**src/rtl/hbb_pkg.sv**
```systemverilog
// Shared types and default parameters for the host bus bridge.
package hbb_pkg;

    typedef enum logic [2:0] {
        IDLE     = 3'd0,
        WR_STALL = 3'd1,
        RD_DRAIN = 3'd2,
        RD_ISSUE = 3'd3,
        RD_WAIT  = 3'd4,
        RD_HOLD  = 3'd5
    } hbb_state_e;

    localparam int unsigned HBB_EXT_AW     = 4;
    localparam int unsigned HBB_EXT_DW     = 8;
    localparam int unsigned HBB_INT_DW     = 16;
    localparam int unsigned HBB_FIFO_DEPTH = 4;
    localparam int unsigned HBB_N_TGT      = 2;
    localparam int unsigned HBB_RD_TIMEOUT = 255;

endpackage

```
**src/rtl/hbb_fifo.sv**
```systemverilog
// Posted-write FIFO; pointers carry one extra wrap bit to tell full from empty.
module hbb_fifo #(
    parameter int unsigned WIDTH = 8,
    parameter int unsigned DEPTH = 4
) (
    input  logic             clk,
    input  logic             rst,
    input  logic             push,
    input  logic [WIDTH-1:0] wdata,
    input  logic             pop,
    output logic [WIDTH-1:0] rdata,
    output logic             full,
    output logic             empty
);

    localparam int unsigned AW = $clog2(DEPTH);

    logic [WIDTH-1:0] mem_q [DEPTH];
    logic [AW:0]      wr_ptr_q, wr_ptr_d;
    logic [AW:0]      rd_ptr_q, rd_ptr_d;
    logic             push_ok, pop_ok;

    assign empty   = (wr_ptr_q == rd_ptr_q);
    assign full    = (wr_ptr_q[AW] != rd_ptr_q[AW]) && (wr_ptr_q[AW-1:0] == rd_ptr_q[AW-1:0]);
    assign push_ok = push && !full;
    assign pop_ok  = pop && !empty;
    assign rdata   = mem_q[rd_ptr_q[AW-1:0]];

    always_comb begin
        wr_ptr_d = wr_ptr_q;
        rd_ptr_d = rd_ptr_q;
        if (push_ok) wr_ptr_d = wr_ptr_q + (AW+1)'(1);
        if (pop_ok)  rd_ptr_d = rd_ptr_q + (AW+1)'(1);
    end

    always_ff @(posedge clk) begin
        if (rst) begin
            wr_ptr_q <= '0;
            rd_ptr_q <= '0;
        end else begin
            wr_ptr_q <= wr_ptr_d;
            rd_ptr_q <= rd_ptr_d;
        end
    end

    // Storage needs no reset; the pointers define what is valid.
    always_ff @(posedge clk) begin
        if (push_ok) mem_q[wr_ptr_q[AW-1:0]] <= wdata;
    end

endmodule

```
**src/rtl/host_bus_bridge.sv**
```systemverilog
// Bridges an asynchronous 8-bit strobed host bus onto a 16-bit internal command/response port.
module host_bus_bridge
    import hbb_pkg::*;
#(
    parameter int unsigned EXT_AW     = HBB_EXT_AW,
    parameter int unsigned EXT_DW     = HBB_EXT_DW,
    parameter int unsigned INT_DW     = HBB_INT_DW,
    parameter int unsigned FIFO_DEPTH = HBB_FIFO_DEPTH,
    parameter int unsigned N_TGT      = HBB_N_TGT,
    parameter int unsigned RD_TIMEOUT = HBB_RD_TIMEOUT
) (
    input  logic                    clk,
    input  logic                    rst,
    input  logic                    nrd,
    input  logic                    nwr,
    input  logic                    ncs,
    input  logic [EXT_AW-1:0]       ext_address,
    input  logic [EXT_DW-1:0]       ext_data_in,
    output logic [EXT_DW-1:0]       ext_data_out,
    output logic                    ext_oe,
    output logic                    wait_sig,
    output logic                    cmd_valid,
    input  logic                    cmd_ready,
    output logic                    cmd_write,
    output logic [EXT_AW-2:0]       cmd_addr,
    output logic [INT_DW-1:0]       cmd_data,
    input  logic [N_TGT-1:0]        rsp_valid,
    input  logic [N_TGT*INT_DW-1:0] rsp_data,
    output logic                    err,
    input  logic                    err_clr
);

    localparam int unsigned CAW = EXT_AW - 1;
    localparam int unsigned PW  = CAW + INT_DW;
    localparam int unsigned CW  = $clog2(RD_TIMEOUT + 1);

    // Strobe synchronisers, bit order {nrd, nwr, ncs}; idle high.
    logic [2:0] meta_q, sync_q;
    logic       nrd_s, nwr_s, ncs_s;

    always_ff @(posedge clk) begin
        if (rst) begin
            meta_q <= '1;
            sync_q <= '1;
        end else begin
            meta_q <= {nrd, nwr, ncs};
            sync_q <= meta_q;
        end
    end

    assign {nrd_s, nwr_s, ncs_s} = sync_q;
    assign ext_oe = ~ncs_s & ~nrd_s;

    logic wr_act_d, wr_act_q, rd_act_d, rd_act_q;
    logic start_wr, start_rd;

    assign wr_act_d = ~(ncs_s | nwr_s);
    assign rd_act_d = ~(ncs_s | nrd_s);
    assign start_wr = wr_act_d & ~wr_act_q;
    assign start_rd = rd_act_d & ~rd_act_q & ~start_wr;

    hbb_state_e        state_q, state_d;
    logic [EXT_DW-1:0] lo_q, lo_d, hi_q, hi_d, dout_q, dout_d;
    logic              err_q, err_d;
    logic [CW-1:0]     cnt_q, cnt_d;
    logic [CAW-1:0]    rd_addr_q, rd_addr_d;
    logic [PW-1:0]     pend_q, pend_d;

    logic          fifo_push, fifo_pop, fifo_full, fifo_empty;
    logic [PW-1:0] fifo_wdata, fifo_head, wr_payload;
    logic          rd_issue;

    // Lowest-index response wins: scan from the top so lower indices overwrite.
    logic              rsp_hit;
    logic [INT_DW-1:0] rsp_word;

    always_comb begin
        rsp_hit  = 1'b0;
        rsp_word = '0;
        for (int i = int'(N_TGT) - 1; i >= 0; i--) begin
            if (rsp_valid[i]) begin
                rsp_hit  = 1'b1;
                rsp_word = rsp_data[i*INT_DW +: INT_DW];
            end
        end
    end

    assign wr_payload = PW'({ext_address[EXT_AW-1:1], ext_data_in, lo_q});

    always_comb begin
        state_d    = state_q;
        lo_d       = lo_q;
        hi_d       = hi_q;
        dout_d     = dout_q;
        err_d      = err_q;
        cnt_d      = cnt_q;
        rd_addr_d  = rd_addr_q;
        pend_d     = pend_q;
        fifo_push  = 1'b0;
        fifo_wdata = wr_payload;

        if (err_clr) err_d = 1'b0;

        case (state_q)
            IDLE: begin
                if (start_wr) begin
                    if (!ext_address[0]) begin
                        lo_d = ext_data_in;
                    end else if (!fifo_full) begin
                        fifo_push = 1'b1;
                    end else begin
                        pend_d  = wr_payload;
                        state_d = WR_STALL;
                    end
                end else if (start_rd) begin
                    if (ext_address[0]) begin
                        dout_d  = hi_q;
                        state_d = RD_HOLD;
                    end else begin
                        rd_addr_d = ext_address[EXT_AW-1:1];
                        state_d   = RD_DRAIN;
                    end
                end
            end
            WR_STALL: begin
                if (!fifo_full) begin
                    fifo_push  = 1'b1;
                    fifo_wdata = pend_q;
                    state_d    = IDLE;
                end
            end
            RD_DRAIN: begin
                if (fifo_empty) state_d = RD_ISSUE;
            end
            RD_ISSUE: begin
                if (cmd_ready) begin
                    cnt_d   = '0;
                    state_d = RD_WAIT;
                end
            end
            RD_WAIT: begin
                if (rsp_hit) begin
                    dout_d  = rsp_word[EXT_DW-1:0];
                    hi_d    = rsp_word[2*EXT_DW-1:EXT_DW];
                    state_d = RD_HOLD;
                end else if (cnt_q == CW'(RD_TIMEOUT - 1)) begin
                    dout_d  = '1;
                    hi_d    = '1;
                    err_d   = 1'b1;
                    state_d = RD_HOLD;
                end else begin
                    cnt_d = cnt_q + CW'(1);
                end
            end
            RD_HOLD: begin
                if (nrd_s) state_d = IDLE;
            end
            default: state_d = IDLE;
        endcase
    end

    always_ff @(posedge clk) begin
        if (rst) begin
            state_q   <= IDLE;
            lo_q      <= '0;
            hi_q      <= '0;
            dout_q    <= '0;
            err_q     <= 1'b0;
            cnt_q     <= '0;
            rd_addr_q <= '0;
            pend_q    <= '0;
            wr_act_q  <= 1'b0;
            rd_act_q  <= 1'b0;
        end else begin
            state_q   <= state_d;
            lo_q      <= lo_d;
            hi_q      <= hi_d;
            dout_q    <= dout_d;
            err_q     <= err_d;
            cnt_q     <= cnt_d;
            rd_addr_q <= rd_addr_d;
            pend_q    <= pend_d;
            wr_act_q  <= wr_act_d;
            rd_act_q  <= rd_act_d;
        end
    end

    hbb_fifo #(
        .WIDTH (PW),
        .DEPTH (FIFO_DEPTH)
    ) u_fifo (
        .clk   (clk),
        .rst   (rst),
        .push  (fifo_push),
        .wdata (fifo_wdata),
        .pop   (fifo_pop),
        .rdata (fifo_head),
        .full  (fifo_full),
        .empty (fifo_empty)
    );

    // Reads only issue once the FIFO has drained, so the port is never contended.
    assign rd_issue  = (state_q == RD_ISSUE);
    assign cmd_valid = rd_issue | ~fifo_empty;
    assign cmd_write = ~rd_issue;
    assign cmd_addr  = rd_issue ? rd_addr_q : fifo_head[PW-1:INT_DW];
    assign cmd_data  = rd_issue ? '0 : fifo_head[INT_DW-1:0];
    assign fifo_pop  = ~rd_issue & ~fifo_empty & cmd_ready;

    assign wait_sig     = (state_q == WR_STALL) || (state_q == RD_DRAIN) ||
                          (state_q == RD_ISSUE) || (state_q == RD_WAIT);
    assign ext_data_out = dout_q;
    assign err          = err_q;

endmodule

```
**config.mk**
```make
export PLATFORM = sky130hd
export DESIGN_NAME = host_bus_bridge
export DESIGN_NICKNAME = d
export VERILOG_FILES = /design/src/rtl/hbb_pkg.sv /design/src/rtl/hbb_fifo.sv /design/src/rtl/host_bus_bridge.sv
export SDC_FILE = /design/constraint.sdc
export NUM_CORES = 1
export LEC_CHECK = 0
export ABC_AREA = 1
export CAP_MARGIN = 25
export CORE_UTILIZATION = 45
export CTS_CLUSTER_SIZE = 12
export DETAILED_ROUTE_END_ITERATION = 8
export PLACE_DENSITY = 0.77
export SLEW_MARGIN = 20
export SYNTH_ARGS = -nofsm -noshare
export SYNTH_HDL_FRONTEND = slang
export SYNTH_HIERARCHICAL = 1
export SYNTH_SLANG_ARGS = --single-unit
```
**constraint.sdc**
```tcl
create_clock -name clk -period 6.9 [get_ports clk]
set_input_delay 1.38 -clock clk [delete_from_list [all_inputs] [get_ports clk]]
set_output_delay 1.38 -clock clk [all_outputs]
set_load 0.005 [all_outputs]
```
==> results of run 1 <==
==> through the flow <==
step | worst slack (ns) | hold slack, ns | utilization, % | power, W
2_1_floorplan | 3.56 | 0.389 | - | 0.00177
4_1_cts | 2.72 | 0.409 | 56.0 | 0.00307
3_3_place_gp | 2.66 | 0.391 | 51.9 | 0.00213
6_report | 2.98 | 0.409 | 56.3 | 0.00307
5_1_grt | 2.77 | 0.425 | 56.3 | 0.00326
3_5_place_dp | 2.86 | 0.393 | 52.0 | 0.00215
==> cell type report <==
cell class,count,area (µm²)
antenna,1,2.50
inverter,80,300
multi-input combinational,529,2670
sequential,150,3760
clock buffer,17,425
clock inverter,15,180
timing repair buffer,95,953
tap,188,235
fill,1314,6620
==> placed cells by master, fill, tap and decap left out, types with 4 or more instances in the layout <==
cell | netlist | final
nor2_1 | 118 | 118
nand2_1 | 115 | 115
o21ai_0 | 100 | 100
clkdlybuf4s50_1 | 0 | 84
edfxtp_1 | 76 | 76
dfxtp_1 | 74 | 74
inv_1 | 71 | 71
a21oi_1 | 55 | 55
o22ai_1 | 27 | 27
nor3_1 | 17 | 17
clkbuf_16 | 0 | 17
nand3_1 | 16 | 16
or2_0 | 12 | 12
mux2i_1 | 11 | 11
inv_2 | 9 | 9
or2_1 | 7 | 7
ha_1 | 7 | 7
buf_4 | 5 | 7
nand2_2 | 6 | 6
or2_2 | 6 | 6
nand2_4 | 5 | 5
inv_8 | 0 | 5
clkinv_8 | 0 | 5
nand4_1 | 4 | 4
xor2_1 | 4 | 4
buf_8 | 0 | 4
==> report_power, final <==
group	leakage (nW)	switching [W]	internal [W]
logic	1.61	0.000568	0.000461
clock network	0.292	0.000425	0.000490
registers	1.30	0.0000708	0.00105
==> cells by family after synthesis <==
kind of cell / after synthesis / synth area share [%]
AOI/OAI and AO/OA: 190 / 14.4
buffers and inverters: 119 / 7.41
DFF: 150 / 54.2
adders and majority gates: 7 / 1.26
xor gates and xnor gates: 4 / 0.505
muxes: 11 / 1.59
and+or+nand+nor: 317 / 20.6
==> layer usage <==
metal | track usage, % | share of wire, %
met4 | 7.02 | 1.6
met1 | 25.0 | 46
met5 | 0 | 0
met3 | 5.14 | 5.2
met2 | 32.1 | 47
==> worst max-delay path by stage <==
stage,slack (ns),to,depth (start not counted)
2_1_floorplan,3.56,u_fifo/mem_q[0][0],5
5_1_grt,2.77,cmd_data[2],6
6_report,2.98,cmd_data[2],6
3_5_place_dp,2.86,u_fifo/mem_q[3][5],6
4_1_cts,2.72,cmd_data[0],6
3_3_place_gp,2.66,cmd_data[7],6
==> flip-flops by register name, indices dropped and copies added (netlist names), named ones only <==
name	flops
u_fifo/wr_ptr_q	3
state_q	3
hi_q	8
meta_q	3
cnt_q	8
err	1
u_fifo/mem_q	76
u_fifo/rd_ptr_q	3
sync_q	3
wr_act_q	1
rd_act_q	1
pend_q	19
lo_q	8
rd_addr_q	3
ext_data_out	8
==> worst max-delay path, delay by kind of cell (launching register included) <==
kind / cells / cell delay [ns]
buffers and inverters: 3 / 1.09
AOI/OAI and AO/OA: 2 / 0.40
and+or+nand+nor: 1 / 0.09
DFF: 1 / 0.53
==> metrics, run 1 <==
status finished, final reports clean; r2r setup slk roughly 4.1 ns; Slew Limit Fails 0; drt via density a little over 5; WL/cell roughly 14 µm; hold bufs inserted after CTS 0; Slew HR between 40% and 50%; fmax ~0.26 GHz; Syn. warnings 6; final hold viol count 0; count of cell types in the netlist 34; clock tree buffer depth 2; Initial Util a little under half; cts bufs inserted 17; dpl hpwl a little under 10 mm; Critical Path AT between 2 and 3 ns; I/O pin count 85; Syn Std Cell Area between 6000 and 7000 µm²; synthesis-to-layout area growth 22.8%; clk sinks 150; worst flop-to-flop path startpoint state_q[0]; global-route wire length before repair between 20 and 25 mm; Setup crit end kind primary output; Die W ~130 µm; syn_nets between 800 and 900; crit share post-route between 50% and 60%; Inst Count DP between 1000 and 1500; Root Driver clkbuf_16; sequential fraction of the synthesis area a little over half; TritonCTS clock tree done; Clock Skews between 0.01 and 0.015 ns; Worst Tran Pin Value 0.799 ns; worst-path cell with the longest stage delay dfxtp_1; gate count of the mapped netlist about 800; postcts setup bufs 0; ys async rst share 0%; starting DRC count in detailed routing about 410; R2R Path End u_fifo/mem_q[0][11]; Hold Crit Depth 1; largest net degree at the start of global routing 41; top cells by count, synth nor2_1, nand2_1, o21ai_0; cell taking the most area after synthesis edfxtp_1; first-pass detailed-route iteration total 5; CTS clk-pin slew, worst paths approximately 0.070 ns; synth top area cells edfxtp_1, dfxtp_1, o21ai_0, nor2_1, nand2_1; total grt overflow 0; Post-DP Area ~8000 µm²; routed wire length ~15 mm; Remaining DRCs 0; Setup Crit Path Kind flip-flop to primary output; leakage power between 3 and 4 nW; Tmin final approximately 3.9 ns; Yosys top cell area share 32.9%; post-cts resize count 0; PwrDens 360 nW/µm²; HP Class flip-flop to flip-flop; unrepaired setup endpoints after global routing no; most common cell in the netlist nor2_1; Reg2Reg Depth 8; layout cell share with drive strength beyond 1 a little under a tenth; Die Y 126 µm; #FFs+latches synth 150; num rows 45; Final setup viols 0; Core Box Area approximately 15000 µm²; CP max stage delay around 0.53 ns; vias in the first global route ~5000; Top cell by count, worst path inv_1; Peak VDD IR between 0.15 and 0.2 mV; H-Tree Depth 4; Top FF cell, synth edfxtp_1; Startpoint Class flip-flop; Critical Path RT around 5.5 ns; crit-path cells inv_1 -> o21ai_0 -> o22ai_1 -> inv_1 -> nor2_1 -> clkdlybuf4s50_1; TNS Setup 0 ns; Port Buffers 84; Mean Syn Cell Area 8.70 µm²; number of synthesized flops with an enable pin 76; GP Congestion about 0.81; Finished Cell Area 8530 µm²; clk_lat worst skew roughly 0.43 ns; Non-Filler Instances about 1100; Worst Hold End sync_q[0]; Vias 5509; max-capacitance violation count 0; Worst Hold Launch meta_q[0]; initial antenna violation count 1; total die area 15900 µm²; CP Max Fanout 20; Detail Route Antenna Nets 0; Layout Nets 933; GRT Util Overall between 15 and 20%
No activity file was read; power rests on OpenSTA's default activity.
==> inputs of run 2 (changes only) <==
Clock period 6.9 ns to 4 ns, I/O delays scaled along.
==> metrics, run 2 (synthesized netlist as in run 1, its figures left out) <==
Final setup viols 0; post-cts resize count 0; GRT Util Overall around a fifth; share of total power in combinational logic 34.0%; starting DRC count in detailed routing ~500; unrepaired setup endpoints after global routing no; commonest cells after routing, fill and taps aside nor2_1, nand2_1, o21ai_0, clkdlybuf4s50_1, edfxtp_1; global-route wire length before repair 24.9 mm; Initial Util 45.8%; max reg flops between 70 and 80; Startpoint Class flip-flop; clk sinks 150; cts bufs inserted 17; switching part of the total 32.8%; CTS clk-pin slew, worst paths approximately 0.060 ns; fmax 0.303 GHz; Setup Crit Path Kind flip-flop to primary output; total die area ~16000 µm²; leakage power 3.20 nW; Clock Skews just over 0.009 ns; I/O pin count 85; max-capacitance violation count 0; vias in the first global route 5056; crit-path cells inv_1 -> o21ai_0 -> o22ai_1 -> inv_1 -> nor2_1 -> clkdlybuf4s50_1; hold bufs inserted after CTS 0; FILL cells between 1000 and 1500; HP Class flip-flop to flip-flop; Switch Pwr 0.00173 W; Finished Cell Area 8500 µm²; Port Buffers between 80 and 90; Slew Limit Fails 0; GP Congestion 0.824; Critical Path AT between 2 and 3 ns; Slew HR 43.3%; clk_lat worst skew between 0.4 and 0.5 ns; Final Util about 56%; Post-DP Area just under 8000 µm²; synthesis-to-layout area growth 22.5%; Flop pwr share approximately 37%; Tmin final around 3.3 ns; total grt overflow 0; Peak VDD IR between 0.3 and 0.4 mV; Remaining DRCs 0; first-pass detailed-route iteration total 4; CP Max Fanout 20; Die W between 100 and 150 µm; H-Tree Depth 4; dpl hpwl ~10 mm; Vias ~5500; Die Y about 130 µm; Worst Tran Pin Value between 0.8 and 0.9 ns; worst-path cell with the longest stage delay dfxtp_1; status finished, final reports clean; initial antenna violation count 0; leading cell type in the layout, fill and taps excluded nor2_1; Top cell by count, worst path inv_1; Root Driver clkbuf_16; Setup crit end kind primary output; Multi-input gate area approximately 2700 µm²; postcts setup bufs 0; P_int between 0.003 and 0.004 W; clock tree buffer depth 2; CP max stage delay ~0.5 ns; Core Box Area 15100 µm²; final hold viol count 0; TNS Setup 0 ns; Layout Nets around 940; Reg area between 3000 and 4000 µm²; Clock Power Share 29.5%; PwrDens between 600 and 700 nW/µm²; largest net degree at the start of global routing about 40; hold_ws around 0.41 ns; TritonCTS clock tree done; Critical path buffers and inverters 3; diode count 0; Critical Path RT 3.20 ns; drt via density slightly above 5; routed wire length between 15 and 20 mm; Top delay family on crit path buffers and inverters; WL/cell between 10 and 15 µm; num rows 45; Detail Route Antenna Nets 0; crit share post-route 82.6%; layout cell share with drive strength beyond 1 roughly 9%
## run 2: path summary, 6_finish.rpt
| path | depth (start not counted) | slack (ns) | start | end |
|---|---|---|---|---|
| setup / recovery | 6 | 0.69 | flip-flop | cmd_data[14] |
| hold / removal | 1 | 0.41 | meta_q[0] | sync_q[0] |
| setup reg to reg | 9 | 1.55 | u_fifo/wr_ptr_q[1] | u_fifo/mem_q[0][18] |
| hold reg to reg | 1 | 0.41 | meta_q[0] | sync_q[0] |
## run 2: per-stage QoR
stage / cells / setup slack [ns] / total power [W]
floorplan: 798 / 1.24 / 0.00305
global placement: 1042 / 1.17 / 0.00370
detailed placement: 1042 / 1.13 / 0.00373
CTS: 1074 / 0.658 / 0.00529
global route: 1076 / 0.442 / 0.00559
finish: 1076 / 0.694 / 0.00528
## run 2: metal layers
layer  vias to the layer above  track usage [%]  part of all wire (%)
li1                       2818                -                     -
met1                      2536             25.6                    45
met2                       137             32.9                    49
met3                        23             3.99                   4.5
met4                         0             8.36                   1.8
met5                         -                0                     0
## run 2: power by group through the flow
stage | clock network, W | registers (W) | logic (W)
CTS | 0.00158 | 0.00193 | 0.00179
global route | 0.00164 | 0.00194 | 0.00200
floorplan | 0 | 0.00192 | 0.00113
finish | 0.00156 | 0.00193 | 0.00180
detailed placement | 0 | 0.00196 | 0.00177
global placement | 0 | 0.00195 | 0.00175
## run 2: area by class of cell
cell class	count	area share (%)
flip-flops and latches	150	44.3
multi-input cells	529	31.3
clock inverters	9	1.06
clock buffers	23	5.87
repair buffers	97	11.2
inverters	80	3.53
well taps	188	2.77
==> inputs of run 3 (changes only) <==
Clock period 4 ns to 3.07 ns, I/O delays scaled along.
==> metrics, run 3 (synthesized netlist as in run 1, its figures left out) <==
Top delay family on crit path buffers and inverters; I/O pin count between 80 and 90; clk sinks 150; largest net degree at the start of global routing 39; cts bufs inserted 17; Layout Nets between 900 and 1000; Remaining DRCs 0; Worst Hold End sync_q[2]; clock tree buffer depth 2; Critical path buffers and inverters 3; Root Driver clkbuf_16; synthesis-to-layout area growth 22.9%; PwrDens just over 800 nW/µm²; R2R Path End u_fifo/mem_q[3][4]; Critical Path AT ~2.2 ns; leakage power roughly 3.2 nW; HP Class flip-flop to flip-flop; drt via density 5.18; Hold Crit Depth 1; TritonCTS clock tree done; diode count 0; clk_lat worst skew between 0.4 and 0.5 ns; Multi-input gate area roughly 2700 µm²; starting DRC count in detailed routing between 400 and 500; Slew Limit Fails 0; Reg2Reg Depth 9; Initial Util a little under half; crit-path cells buf_4 -> o21ai_0 -> o22ai_1 -> inv_1 -> nor2_1 -> clkdlybuf4s50_1; Setup crit end kind primary output; Critical Path RT 2.46 ns; hold bufs inserted after CTS 0; Clock Skews ~0.01 ns; Vias ~5600; dpl hpwl ~10 mm; commonest cells after routing, fill and taps aside nor2_1, nand2_1, o21ai_0, clkdlybuf4s50_1, edfxtp_1; unrepaired setup endpoints after global routing no; r2r setup slk ~0.73 ns; Die W about 130 µm; Peak VDD IR 0.430 mV; fmax 0.360 GHz; CP Max Fanout 38; GP Congestion around 0.84; Tmin final between 2 and 3 ns; total grt overflow 0; Die Y between 100 and 150 µm; layout cell share with drive strength beyond 1 under 10%; FILL cells 1309; vias in the first global route 5131; first-pass detailed-route iteration total 5; Slew HR between 50% and 60%; worst-path cell with the longest stage delay clkdlybuf4s50_1; Worst Tran Pin Value about 0.64 ns; global-route wire length before repair between 20 and 25 mm; routed wire length 15.0 mm; setup ws final 0.292 ns; Setup Crit Path Kind flip-flop to primary output; initial antenna violation count 0; Startpoint Class flip-flop; total die area approximately 16000 µm²; max-capacitance violation count 0; status finished, final reports clean; Final setup viols 0; Reg area approximately 3800 µm²; CP max stage delay 0.50 ns; final hold viol count 0; num rows 45; WL/cell ~14 µm; max reg flops 76; Port Buffers 84; GRT Util Overall 20.1%; TNS Setup 0 ns; Detail Route Antenna Nets 0; Setup WS pre-CTS between 0.4 and 0.5 ns; leading cell type in the layout, fill and taps excluded nor2_1; Worst Hold Launch meta_q[2]; worst flop-to-flop path startpoint u_fifo/wr_ptr_q[1]; H-Tree Depth 4; Core Box Area approximately 15000 µm²; CTS clk-pin slew, worst paths about 0.060 ns; crit share post-route 90.5%
-- run 3: changes by cell type in the layout (fill, tap and decap cells not counted), sizes merged --
cell,previous run,this run
buf,13,17
clkbuf,23,17
clkinv,4,2
inv,82,90
-- run 3: worst reg2reg max path, cell delays in order (launching register included) --
cell,delay (ns)
dfxtp_1,0.41
inv_1,0.11
nand2_1,0.08
nand2_2,0.09
nand3_4,0.13
inv_1,0.21
a21oi_1,0.46
nand2_4,0.12
nor2_1,0.10
buf_4,0.30
-- run 3: through the flow --
stage               cells  area, µm²  utilization (%)  power (W)  hold WS (ns)
floorplan             798       6940                -    0.00398         0.389
global placement     1047       7940             52.4    0.00483         0.391
detailed placement   1047       7940             52.4    0.00488         0.394
CTS                  1080       8530             56.3    0.00695         0.408
global route         1080       8530             56.3    0.00733         0.428
finish               1080       8530             56.3    0.00691         0.410
-- run 3: where the power goes --
group | internal [W] | switching (W)
sequential | 0.00236 | 0.000140
clock | 0.00115 | 0.000896
combinational | 0.00105 | 0.00131
total | 0.00456 | 0.00235
-- run 3: worst max path at each step --
stage / endpoint / startpoint / depth (start not counted) / slack, ns
final: cmd_data[0] / flip-flop / 6 / 0.29
after global routing: cmd_data[0] / flip-flop / 6 / 0.12
after detailed placement: cmd_data[0] / flip-flop / 6 / 0.45
after global placement: cmd_data[0] / flip-flop / 6 / 0.48
after CTS: cmd_data[8] / flip-flop / 7 / 0.15
after floorplan: u_fifo/mem_q[0][0] / state_q[0] / 7 / 0.42
-- run 3: timing repair --
item	4_1_cts	5_1_grt
setup endpoints to repair	4	2
setup buffers	1	0
hold endpoints to repair	0	0
resized for setup	1	1
-- run 3: metal layers --
metal | GRT usage, % | wire, µm | up-vias
met5 | 0 | 0 | -
met4 | 8.22 | 311 | 0
met2 | 33.1 | 7330 | 143
li1 | - | - | 2828
met3 | 4.72 | 703 | 27
met1 | 25.3 | 6670 | 2593
-- run 3: layout make-up --
type / count / share of cell area (%)
multi-input combinational: 529 / 31.2
clock inverter: 15 / 1.85
inverter: 80 / 3.56
tap: 188 / 2.76
sequential: 150 / 44.1
timing repair buffer: 101 / 11.5
clock buffer: 17 / 4.99
